`src/rtl/axis_pkg.sv`:
```
// axis_pkg: shared state encoding, default widths and strobe helper for the AXIS packet generator.
package axis_pkg;
    typedef enum logic [1:0] {IDLE, SEND, CSUM} state_t;
    localparam int DEF_DATA_WIDTH = 32;
    localparam int DEF_LEN_WIDTH  = 16;
    function automatic logic [127:0] STRB_ALL_ONES(input int bytes);
        return (128'd1 << bytes) - 128'd1;
    endfunction
endpackage

```
`src/rtl/axis_packet_gen.sv`:
```
// axis_packet_gen: AXI-Stream source emitting base, base+step, ... packets on a start pulse.
// Optional trailing checksum beat enabled by defining AXIS_PKT_CHECKSUM_EN.
module axis_packet_gen
    import axis_pkg::*;
#(
    parameter int DATA_WIDTH = DEF_DATA_WIDTH,
    parameter int LEN_WIDTH  = DEF_LEN_WIDTH,
    parameter int CNT_WIDTH  = 16
) (
    input  logic                    m00_axis_aclk,
    input  logic                    m00_axis_aresetn,
    input  logic                    start,
    input  logic [LEN_WIDTH-1:0]    pkt_len,
    input  logic [DATA_WIDTH-1:0]   base,
    input  logic [DATA_WIDTH-1:0]   step,
    output logic                    busy,
    output logic                    done,
    output logic [CNT_WIDTH-1:0]    pkt_count,
    output logic [DATA_WIDTH-1:0]   m00_axis_tdata,
    output logic [DATA_WIDTH/8-1:0] m00_axis_tstrb,
    output logic                    m00_axis_tvalid,
    input  logic                    m00_axis_tready,
    output logic                    m00_axis_tlast
);
    localparam int STRB_W = DATA_WIDTH / 8;
    state_t                r_state, w_next;
    logic [DATA_WIDTH-1:0] r_data, r_step;
    logic [LEN_WIDTH-1:0]  r_len, r_cnt;
    logic [CNT_WIDTH-1:0]  r_count;
    logic                  r_valid, r_last, r_busy, r_done;
    logic                  w_hs, w_accept, w_last_data, w_final;
`ifdef AXIS_PKT_CHECKSUM_EN
    logic [DATA_WIDTH-1:0] r_sum;
`endif
    always_comb begin
        w_hs        = r_valid && m00_axis_tready;
        w_accept    = r_state == IDLE && start && pkt_len != '0;
        w_last_data = r_cnt == r_len - LEN_WIDTH'(1);
`ifdef AXIS_PKT_CHECKSUM_EN
        w_final     = w_hs && r_state == CSUM;
        w_next      = w_accept ? SEND
                    : (w_hs && r_state == SEND && w_last_data) ? CSUM
                    : w_final ? IDLE : r_state;
`else
        w_final     = w_hs && r_state == SEND && w_last_data;
        w_next      = w_accept ? SEND : w_final ? IDLE : r_state;
`endif
    end
    always_ff @(posedge m00_axis_aclk) begin
        if (!m00_axis_aresetn) r_state <= IDLE;
        else                   r_state <= w_next;
    end
    always_ff @(posedge m00_axis_aclk) begin
        if (!m00_axis_aresetn) begin
            r_data  <= '0;
            r_step  <= '0;
            r_len   <= '0;
            r_cnt   <= '0;
            r_count <= '0;
            r_valid <= 1'b0;
            r_last  <= 1'b0;
            r_busy  <= 1'b0;
            r_done  <= 1'b0;
`ifdef AXIS_PKT_CHECKSUM_EN
            r_sum   <= '0;
`endif
        end else begin
            r_done <= w_final;
            if (w_accept) begin
                r_data  <= base;
                r_step  <= step;
                r_len   <= pkt_len;
                r_cnt   <= '0;
                r_valid <= 1'b1;
                r_busy  <= 1'b1;
`ifdef AXIS_PKT_CHECKSUM_EN
                r_last  <= 1'b0;
                r_sum   <= '0;
`else
                r_last  <= pkt_len == LEN_WIDTH'(1);
`endif
            end else if (w_hs && r_state == SEND) begin
                r_cnt  <= r_cnt + LEN_WIDTH'(1);
                r_data <= r_data + r_step;
`ifdef AXIS_PKT_CHECKSUM_EN
                r_sum  <= r_sum + r_data;
                if (w_last_data) begin
                    r_data <= r_sum + r_data;
                    r_last <= 1'b1;
                end
`else
                r_last <= r_cnt + LEN_WIDTH'(2) == r_len;
`endif
            end
            if (w_final) begin
                r_valid <= 1'b0;
                r_last  <= 1'b0;
                r_busy  <= 1'b0;
                r_count <= r_count + CNT_WIDTH'(1);
            end
        end
    end
    assign busy            = r_busy;
    assign done            = r_done;
    assign pkt_count       = r_count;
    assign m00_axis_tdata  = r_data;
    assign m00_axis_tstrb  = STRB_W'(STRB_ALL_ONES(STRB_W));
    assign m00_axis_tvalid = r_valid;
    assign m00_axis_tlast  = r_last;
endmodule
```
`config.mk`:
```
export PLATFORM = sky130hd
export DESIGN_NAME = axis_packet_gen
export DESIGN_NICKNAME = d
export VERILOG_FILES = /design/src/rtl/axis_pkg.sv /design/src/rtl/axis_packet_gen.sv
export SDC_FILE = /design/constraint.sdc
export NUM_CORES = 1
export LEC_CHECK = 0
export BUFFER_PORTS_ARGS = -buffer_cell sky130_fd_sc_hd__buf_2
export CAP_MARGIN = 0
export CORE_ASPECT_RATIO = 2
export CORE_MARGIN = 1.5
export CORE_UTILIZATION = 38
export CTS_CLUSTER_DIAMETER = 200
export CTS_CLUSTER_SIZE = 40
export DETAILED_ROUTE_END_ITERATION = 16
export GPL_TIMING_DRIVEN = 0
export HOLD_SLACK_MARGIN = 0.03
export PLACE_DENSITY = 0.67
export SYNTH_ARGS = -nofsm -noshare
export SYNTH_HDL_FRONTEND = slang
export SYNTH_SLANG_ARGS = --single-unit
```
`constraint.sdc`:
```
create_clock -name m00_axis_aclk -period 7.6 [get_ports m00_axis_aclk]
set_input_delay 1.52 -clock m00_axis_aclk [delete_from_list [all_inputs] [get_ports m00_axis_aclk]]
set_output_delay 1.52 -clock m00_axis_aclk [all_outputs]
set_load 0.02 [all_outputs]
```
# == After elaboration in Yosys (flattened, before gate mapping) ==
# Index checks and enable logic that the tools add are counted.
# totals
latch_bits,0
wordCells,35
reg_bits,116
memories,0
in_bits,84
mem_bits_ro,0
ramBits,0
# op_classes
n_shift,0
mux,6
n_reduce_logical,11
magnitude_cmp,0
n_eq_ne,3
n_addsub,5
mul,0
div,0
bitwise_logic,1
# ops
op,n
$mux 32,2
$add 16x1->16 const B,2
$add 32x32->32,1
$eq 16x16->1,2
$add 16x2->16 const B,1
$eq 16x1->1 const B,1
$reduce_bool 16->1,1
$sub 16x1->16 const B,1
$logic_and 1x1->1,5
$mux 1,4
$reduce_bool 2->1,2
$reduce_or 2->1,2
$logic_not 2->1,1
$not 1->1,1

# == Longest topological paths before layout ==
# Gate-level depths: netlist of run 1.
# logic_depth
depth_word,5
mapped_depth,13
depth_no_buf,13

# == Worst setup path after synthesis of run 1 ==
# No wires, ideal clock.
# synth_timing
kind,input to register
start,in m00_axis_tready
end,"reg r_count[14], in the netlist pkt_count[14]"
path_buffers,1
stages,11
setup_slack_ns,3.874
t_arrival_ns,3.656
required_time_ns,7.530
path_cell_list,and3_1 > nand3_1 > a211oi_1 > nand4_1 > a221oi_2 > nand4_4 > or2_1 > buf_6 > or3_4 > or3_1 > a21oi_1
# synth_via
elab_chain_len,3
# synth_rtl
element,line_no,text
start: declaration,axis_packet_gen.sv:22,"input logic m00_axis_tready,"
$logic_and 1x1->1,axis_packet_gen.sv:36,w_hs = r_valid && m00_axis_tready;
$logic_and 1x1->1 (2 in series),axis_packet_gen.sv:45,w_final = w_hs && r_state == SEND && w_last_data;
end signal: assignment,axis_packet_gen.sv:99,r_count <= r_count + CNT_WIDTH'(1);
end: declaration,axis_packet_gen.sv:29,logic [CNT_WIDTH-1:0] r_count;
# Every way passes these cells.
# A chain may end at the register's enable or synchronous reset.

# == Worst setup path in the final report of run 1 ==
# layout_timing
start,in pkt_len[15]
end,"reg r_data[5], in the netlist m00_axis_tdata[5]"
# layout_via
elab_chain_len,3
elab_cells_between_ends,4
classes_between,mux (1); reduce/logical (3)
# layout_rtl
element,line_no,text
start: declaration,axis_packet_gen.sv:13,"input logic [LEN_WIDTH-1:0] pkt_len,"
$reduce_bool 16->1 (*),axis_packet_gen.sv:37,w_accept = r_state == IDLE && start && pkt_len != '0;
$logic_and 1x1->1 (*),axis_packet_gen.sv:37,
$mux 32 / $reduce_bool 2->1 (equally long branches),n/a,
end signal: assignment,axis_packet_gen.sv:70,r_data <= base;
end signal: assignment,axis_packet_gen.sv:84,r_data <= r_data + r_step;
end: declaration,axis_packet_gen.sv:27,"logic [DATA_WIDTH-1:0] r_data, r_step;"
# Mark *: on every way between the ends. The rest lies on a longest branch, timed or not.

==> impl_metrics.yaml, run 1 <==
run_status:
  outcome: "finished clean"
routing:
  post_drt_wl_per_cell_um: 18.48
  drtIter0Drc: 396
  wl_um: 24260
  ant_nets: 0
  met1_length_um: 8403
  vias_per_cell: 5.596
  wl_met3_um: 1089
  highest-signal-layer: "met4"
  dr_wl_met2_um: 13250
  route.detailed.drc: 0
  first_pass_iters: 5
  vias: 7347
grt:
  grt_pass1_wl_um: 37630
  grt_pass1_vias: 7284
  grt_overflow: 0
  antenna_found_initial: 1
  grt_max_degree: 17
  grt_use_total_pct: 25.22
pwr:
  total_power_mw: 1.854
  ir_drop_mv: 0.1789
  leakage_nw: 3.667
  p_per_area_nw_per_um2: 213.3
synth:
  ys_top_cells_by_area: "dfxtp_1, nand2_1, a21oi_1, ha_1, xnor2_1"
  synth_edf_count: 0
  synth_top_area_cell: "dfxtp_1"
  ys_types: 72
  yosysTopAreaCellShare_pct: 32.61
  syn_area_um2: 7122
  synthFlopType: "dfxtp_1"
  synth_commonest_cells: "nand2_1, dfxtp_1, a21oi_1, nor2_1, xnor2_1"
  synth_most_common_cell: "nand2_1"
  ys_ff_latch: 116
  ys_async_sr_fraction_pct: 0
  netlist_instances: 927
  avgSynthCellArea_um2: 7.683
  ys_warn_count: 0
  ys_seq_area_share_pct: 32.61
sta:
  fin_crit_ns: 4.015
  slew_violations: 0
  clock_skew_ns: 0.008367
  worst_slew_margin_rel_pct: 49.13
  clock.fmax_mhz: 249.1
  worstMarginPinSlew_ns: 0.7573
  setup_viol: 0
  hold_viol: 0
  finalSetupTns_ns: 0
  fin_crit_sh_pct: 52.83
  rsz0062_at_grt: "no"
final_layout:
  final_nets: 1203
  stdcell_count: 1313
  utilization_pct: 47.47
  drive_gt1_share_pct: 18.07
  seqCellArea_um2: 2322
  multi_input_area_um2: 4444
  area_delta_synth_final_pct: 22.01
  fill_cells: 1872
place:
  place.gp.congestion: 0.9478
  dpl.hpwl_um: 18750
  port_buffers: 134
  dp.cells: 1280
clock_tree:
  clock-sinks: 116
  clockBufferDepth: 2
  cts_resized: 0
  cts_setup_buffers: 0
  cts_tree: "built"
  cts_made_buffers: 17
  hold_buffers: 0
  htreeDepth: 4
  cts_root_buffer: "clkbuf_16"
  worstSkewPairLatency_ns: 0.43
  clkTransAtPathRegs_ns: 0.05
floorplan:
  rows: 70
  core_um2: 18310
  start_util_pct: 38.91
  pin_count: 140
  die_h_um: 196.6
  die_area_um2: 19620
  die_w_um: 99.81
worst_setup_path:
  crit_type: "input pin to register"
  arrival_ns: 4.27
  required_ns: 7.86
  cp-start-kind: "input pin"
  end_kind: "register"
  worstPathMaxFanout: 10
hold_path:
  hp-class: "register to register"
flow_run:
  maxCapViolCount: 0
==> sequential cells by signal (all words and copies together) (netlist names) <==
name            cells
m00_axis_tdata     32
busy                1
pkt_count          16
r_len              16
done                1
m00_axis_tlast      1
r_state             1
r_step             32
r_cnt              16
==> critical path: stages <==
cell	delay (ns)
buf_2	0.11
nor4_1	0.63
nand4_1	0.26
o21ai_1	0.48
clkbuf_1	0.48
clkbuf_1	0.59
a311oi_1	0.20
==> layer usage <==
layer	up-vias	global-route usage [%]
li1	3574	-
met2	254	47.87
met3	87	4.255
met5	-	0
met4	0	17.74
met1	3432	23.70
==> path summary, 6_finish.rpt <==
kind / startpoint / end / slack, ns / cells after the start
setup / recovery: pkt_len[15] / m00_axis_tdata[5] / 3.58 / 7
hold / removal: r_step[16] / r_step[16] / 0.46 / 2
setup reg to reg: m00_axis_tdata[0] / m00_axis_tdata[30] / 3.86 / 13
hold reg to reg: r_step[16] / r_step[16] / 0.46 / 2
==> logic make-up (layout without fill, tap and decap cells) <==
logic type | Yosys count | count (layout) | share of synthesized area [%]
adder cells (fa/ha/maj) | 36 | 36 | 6.430
AO/OA/AOI/OAI | 252 | 252 | 22.08
multiplexers | 6 | 6 | 0.8609
AND/OR/NAND/NOR | 360 | 360 | 23.35
buffers and inverters | 79 | 245 | 5.147
other | 1 | 5 | 0.05266
flip-flops | 116 | 116 | 32.61
XOR/XNOR | 77 | 77 | 9.469
==> layout by cell type, fill, tap and decap left out, types with 5 or more instances in the layout <==
| master | count |
|---|---|
| a211oi_1 | 9 |
| a21o_1 | 14 |
| a21oi_1 | 112 |
| a311oi_1 | 11 |
| and3_1 | 7 |
| buf_2 | 135 |
| buf_4 | 7 |
| buf_6 | 5 |
| clkbuf_1 | 40 |
| clkbuf_16 | 17 |
| dfxtp_1 | 116 |
| ha_1 | 35 |
| inv_1 | 23 |
| mux2i_1 | 5 |
| nand2_1 | 167 |
| nand3_1 | 26 |
| nand4_1 | 9 |
| nor2_1 | 83 |
| nor2b_1 | 7 |
| nor3_1 | 18 |
| nor4_1 | 10 |
| o211a_1 | 5 |
| o211ai_1 | 6 |
| o21a_1 | 6 |
| o21ai_0 | 43 |
| or3_1 | 7 |
| xnor2_1 | 49 |
| xor2_1 | 28 |
==> power breakdown <==
group / switching [mW] / internal [mW] / total [mW] / leakage [nW]
registers: 0.0300 / 0.640 / 0.670 / 0.950
clock network: 0.291 / 0.548 / 0.839 / 0.299
logic: 0.213 / 0.132 / 0.344 / 2.42
total: 0.534 / 1.32 / 1.85 / 3.67
==> per-stage QoR <==
step / cell area [µm²] / hold slack [ns] / setup slack (ns)
6_report: 8690 / 0.4589 / 3.585
5_1_grt: 8690 / 0.4741 / 3.373
4_1_cts: 8687 / 0.4609 / 3.611
3_5_place_dp: 8074 / 0.4534 / 3.153
3_3_place_gp: 8074 / 0.4471 / 3.126
2_1_floorplan: 7133 / 0.4400 / 3.874
==> area by class of cell <==
cell class                      instances  share of cell area (%)
Multi-Input combinational cell        735                   51.14
Sequential cell                       116                   26.72
Timing Repair Buffer                  134                   7.718
Clock buffer                           23                   5.616
Buffer                                 56                   3.225
Tap cell                              216                   3.110
Clock inverter                          9                   1.440
Inverter                               23                  0.9935
Antenna cell                            1                 0.02880
No activity file was read; power rests on OpenSTA's default activity.
==> inputs of run 2 (changes only) <==
clock period = 3.8 ns   (was 7.6 ns; I/O delays follow)
==> run 2 against run 1 <==
Effect of this change: routed wire length grew 0.20%; clock power grew 100%; count of clock-buffer cells in the layout is the same; critical path type is now register to register; largest power group unchanged.
==> impl_metrics.yaml, run 2 (synthesis results as in run 1) <==
run_status:
  outcome: "finished clean"
clock_tree:
  cts_root_buffer: "clkbuf_16"
  clkTransAtPathRegs_ns: 0.06
  cts_made_buffers: 17
  clock-sinks: 116
  hold_buffers: 0
  worstSkewPairLatency_ns: 0.43
  clockBufferDepth: 2
  htreeDepth: 4
  cts_tree: "built"
routing:
  wl_um: 24310
  vias_per_cell: 5.588
  ant_nets: 0
  first_pass_iters: 5
  post_drt_wl_per_cell_um: 18.51
  drtIter0Drc: 336
  vias: 7337
  route.detailed.drc: 0
floorplan:
  die_w_um: 99.81
  start_util_pct: 38.91
  die_h_um: 196.6
  core_um2: 18310
  pin_count: 140
  rows: 70
  die_area_um2: 19620
grt:
  grt_pass1_wl_um: 37580
  grt_max_degree: 17
  grt_pass1_vias: 7276
  grt_overflow: 0
  antenna_found_initial: 1
  grt_use_total_pct: 25.21
worst_setup_path:
  cp_slowest_cell: "nor4_4"
  cp_slowest_stage_delay_ns: 0.55
  required_ns: 4.15
  crit_type: "register to register"
  crit_chain: "buf_6 -> nor4_4 -> nand4_1 -> xor2_1 -> nand4_1 -> a221oi_2 -> nand4_4 -> or2_1 -> buf_6 -> or3_4 -> or3_1 -> a21oi_1"
  path_buf_inv: 2
  critPathTopFamily: "simple AND/OR/NAND/NOR gates"
  end_kind: "register"
  arrival_ns: 4.00
  worstPathMaxFanout: 9
  cp-start-kind: "register"
sta:
  worst_slew_margin_rel_pct: 49.80
  finalSetupTns_ns: 0
  rsz0062_at_grt: "no"
  clock.fmax_mhz: 273.9
  setup_viol: 0
  fin_crit_ns: 3.651
  hold_viol: 0
  slew_violations: 0
  worstMarginPinSlew_ns: 0.7530
  worst_slack_ns: 0.1491
  clock_skew_ns: 0.009268
  fin_crit_sh_pct: 96.08
flow_run:
  maxCapViolCount: 0
place:
  place.gp.congestion: 0.9478
  port_buffers: 134
  dpl.hpwl_um: 18750
  dp.cells: 1280
  pre_cts_slack_ns: 0.1127
final_layout:
  drive_gt1_share_pct: 18.25
  final_common_cell: "nand2_1"
  final_nets: 1203
  area_delta_synth_final_pct: 22.19
  layout_common_cells: "nand2_1, buf_2, dfxtp_1"
  fill_cells: 1872
  stdcell_count: 1313
hold_path:
  hp-class: "register to register"
pwr:
  ir_drop_mv: 0.3585
  p_per_area_nw_per_um2: 426.8
  leakage_nw: 3.677
run 2: layer usage:
layer	vias up	routed length [µm]	global-route usage, %
li1	3571	-	-
met1	3433	8401	23.61
met3	95	1100	4.645
met4	0	1613	17.58
met5	-	0	0
met2	238	13190	47.72
run 2: per-stage QoR:
stage          utilization (%)  hold slack (ns)  area [µm²]  total power [mW]
2_1_floorplan                -           0.4400        7133             1.815
3_3_place_gp             44.11           0.4471        8074             2.036
3_5_place_dp             44.11           0.4534        8074             2.045
4_1_cts                  47.46           0.4609        8687             3.716
5_1_grt                  47.54           0.4741        8702             3.854
6_report                 47.54           0.4597        8702             3.714
run 2: cell type report:
| type | count | area, µm² | share of cell area [%] |
|---|---|---|---|
| buffer | 56 | 280.3 | 3.221 |
| antenna | 1 | 2.502 | 0.02876 |
| clock inverter | 9 | 125.1 | 1.438 |
| tap | 216 | 270.3 | 3.106 |
| clock buffer | 23 | 488.0 | 5.607 |
| inverter | 23 | 86.33 | 0.9921 |
| timing repair buffer | 134 | 670.6 | 7.707 |
| multi-input combinational | 735 | 4457 | 51.21 |
| sequential | 116 | 2322 | 26.69 |
run 2: worst reg2reg max path, stage by stage (launching register included):
cell	delay [ns]
dfxtp_1	0.30
buf_6	0.13
nor4_4	0.56
nand4_1	0.24
xor2_1	0.34
nand4_1	0.26
a221oi_2	0.31
nand4_4	0.22
or2_1	0.28
buf_6	0.13
or3_4	0.34
or3_1	0.31
a21oi_1	0.14
run 2: what timing repair did:
action | CTS | global route
setup endpoints to repair | 0 | 2
gates resized for setup | 0 | 2
setup buffers | 0 | 0
run 2: path summary, 6_finish.rpt:
path | end | slack (ns) | start | depth (start not counted)
max | pkt_count[14] | 0.15 | r_len[2] | 12
min | r_step[16] | 0.46 | r_step[16] | 2
max reg2reg | pkt_count[14] | 0.15 | r_len[2] | 12
min reg2reg | r_step[16] | 0.46 | r_step[16] | 2
run 2: where the power goes:
part	internal, mW	switching, mW
registers	1.28	0.0613
clock network	1.09	0.587
logic	0.264	0.426
==> inputs of run 3 (changes only) <==
ABC_AREA = 1   (was not set)
PLACE_DENSITY = 0.66   (was 0.67)
==> run 3 against run 2 <==
Effect of this change: non-clock buffer count is 14 lower; first-iteration DRC count is 16% higher; flip-flop and latch count stayed put; clock skew is 0.0067 ns higher; final area is 13% higher; core utilization is 1.7 points lower; synthesized cell count is 45% higher; sequential share of layout area is 3.0 points lower; maximum frequency is 30% higher; die area is 15% higher; critical path depth is 1 higher; count of clock-buffer cells in the layout is 1 higher; critical endpoint is now m00_axis_tdata[22]; largest power group unchanged.
==> impl_metrics.yaml, run 3 <==
routing:
  route.detailed.drc: 0
  wl_um: 31170
  post_drt_wl_per_cell_um: 17.48
  vias_per_cell: 5.149
  first_pass_iters: 5
  drtIter0Drc: 391
  ant_nets: 0
  vias: 9180
synth:
  netlist_instances: 1343
  syn_area_um2: 8234
  synthFlopType: "dfxtp_1"
  ys_types: 41
  ys_top_cells_by_area: "dfxtp_1, nand2_1, inv_1, nor2_1, ha_1"
  synth_edf_count: 0
  synth_top_area_cell: "dfxtp_1"
  yosysTopAreaCellShare_pct: 28.20
  ys_ff_latch: 116
  ys_warn_count: 0
  ys_seq_area_share_pct: 28.20
  avgSynthCellArea_um2: 6.131
  synth_most_common_cell: "nand2_1"
  synth_commonest_cells: "nand2_1, inv_1, nor2_1, dfxtp_1"
  ys_async_sr_fraction_pct: 0
worst_setup_path:
  arrival_ns: 3.11
  r2r-end: "m00_axis_tdata[22]"
  r2r_cells: 13
  crit_type: "register to register"
  endpoint: "m00_axis_tdata[22]"
  r2r_setup_slack_ns: 0.99
  required_ns: 4.10
  crit_start: "m00_axis_tdata[0]"
  cp-start-kind: "register"
  worstPathMaxFanout: 6
  end_kind: "register"
  reg2reg_from: "m00_axis_tdata[0]"
grt:
  grt_use_total_pct: 28.13
  antenna_found_initial: 0
  grt_pass1_wl_um: 47190
  grt_overflow: 0
  grt_max_degree: 17
  grt_pass1_vias: 9090
final_layout:
  layout_common_cells: "nand2_1, inv_1, nor2_1"
  area_delta_synth_final_pct: 18.98
  drive_gt1_share_pct: 14.30
  n_antenna_cell: 0
  final_nets: 1620
  final_area_um2: 9797
  final_common_cell: "nand2_1"
clock_tree:
  hold_buffers: 0
  cts_setup_buffers: 0
  clockBufferDepth: 2
  htreeDepth: 4
  cts_root_buffer: "clkbuf_16"
  cts_tree: "built"
  worstSkewPairLatency_ns: 0.45
  cts_resized: 0
  clock-sinks: 116
  clkTransAtPathRegs_ns: 0.05
  cts_made_buffers: 17
sta:
  clock.fmax_mhz: 356.1
  clock_skew_ns: 0.01600
  fin_crit_ns: 2.808
  hold_viol: 0
  fin_crit_sh_pct: 73.89
  rsz0062_at_grt: "no"
  worstMarginPinSlew_ns: 0.7858
  worst_slew_margin_rel_pct: 47.06
  finalSetupTns_ns: 0
  slew_violations: 0
  setup_viol: 0
floorplan:
  die_w_um: 107.1
  die_area_um2: 22610
  start_util_pct: 38.49
  core_um2: 21400
  pin_count: 140
  rows: 76
  die_h_um: 211.2
flow_run:
  maxCapViolCount: 0
place:
  port_buffers: 135
  place_area_um2: 9263
  place.gp.congestion: 0.9746
  dpl.hpwl_um: 25750
pwr:
  p_per_area_nw_per_um2: 400.9
  ir_drop_mv: 0.2686
  total_power_mw: 3.927
  leakage_nw: 4.962
run_status:
  outcome: "finished clean"
hold_path:
  hp-class: "register to register"
-- run 3: changes by cell type after synthesis, sizes merged, moves of 37 or more --
cell and change:
a21oi -37, inv +152, nand2 +240, nand3 +62, nor2 +89, o21ai +42
-- run 3: metrics by stage --
step                      hold WS [ns]  setup WS, ns  std cells  utilization (%)
after floorplan                 0.4228         1.572       1346                -
after global placement          0.4394        0.6568       1754            43.29
after detailed placement        0.4438        0.6443       1754            43.29
after CTS                       0.4549        0.9690       1783            45.79
after global routing            0.4745        0.7690       1783            45.79
final                           0.4558        0.9920       1783            45.79
-- run 3: where the power goes --
group          total [mW]  switching, mW  internal, mW
registers            1.38         0.0757          1.30
clock network        1.52          0.591         0.933
logic                1.03          0.688         0.339
-- run 3: worst min-delay path by stage --
| stage | start | to | slack (ns) | cells after the start |
|---|---|---|---|---|
| 6_report | r_step[11] | r_step[11] | 0.46 | 2 |
| 5_1_grt | r_step[10] | r_step[10] | 0.47 | 2 |
| 4_1_cts | r_step[11] | r_step[11] | 0.45 | 2 |
| 3_5_place_dp | r_step[11] | r_step[11] | 0.44 | 2 |
| 3_3_place_gp | r_step[12] | r_step[12] | 0.44 | 2 |
| 2_1_floorplan | r_step[10] | r_step[10] | 0.42 | 2 |
-- run 3: cell families after synthesis --
family                   synth area share (%)
AND/OR/NAND/NOR                         37.94
buffers and inverters                   10.42
AO/OA/AOI/OAI                           12.61
flip-flops                              28.20
XOR/XNOR                                5.212
adder cells (fa/ha/maj)                 5.561
other                                 0.04554
-- run 3: cell type report --
class                      count  area, µm²
timing repair buffer         135      675.6
clock buffer                  24      481.7
clock inverter                 5      52.55
buffer                        41      201.4
tap                          273      341.6
inverter                     175      656.9
fill                        2368      11600
sequential                   116       2322
multi-input combinational   1014       5065
-- run 3: worst max-delay path, cell delays in order, from the launching register on --
cell and delay (ns):
dfxtp_1 0.35, ha_1 0.19, inv_1 0.06, fa_1 0.42, o21ai_0 0.66, nand2_1 0.10, nand2_1 0.14, nand2_1 0.07
nand2_1 0.18, nand2_1 0.16, nand3_1 0.10, nand3_1 0.09, nand2_1 0.09, a21oi_1 0.05
-- run 3: routing by layer --
layer,vias to the layer above,GRT usage (%),routed length [µm],share of wire (%)
li1,4606,-,-,-
met1,4192,23.75,10110,32
met2,270,56.29,17780,57
met3,112,4.196,970,3.1
met4,0,21.01,2312,7.4
met5,-,0,0,0
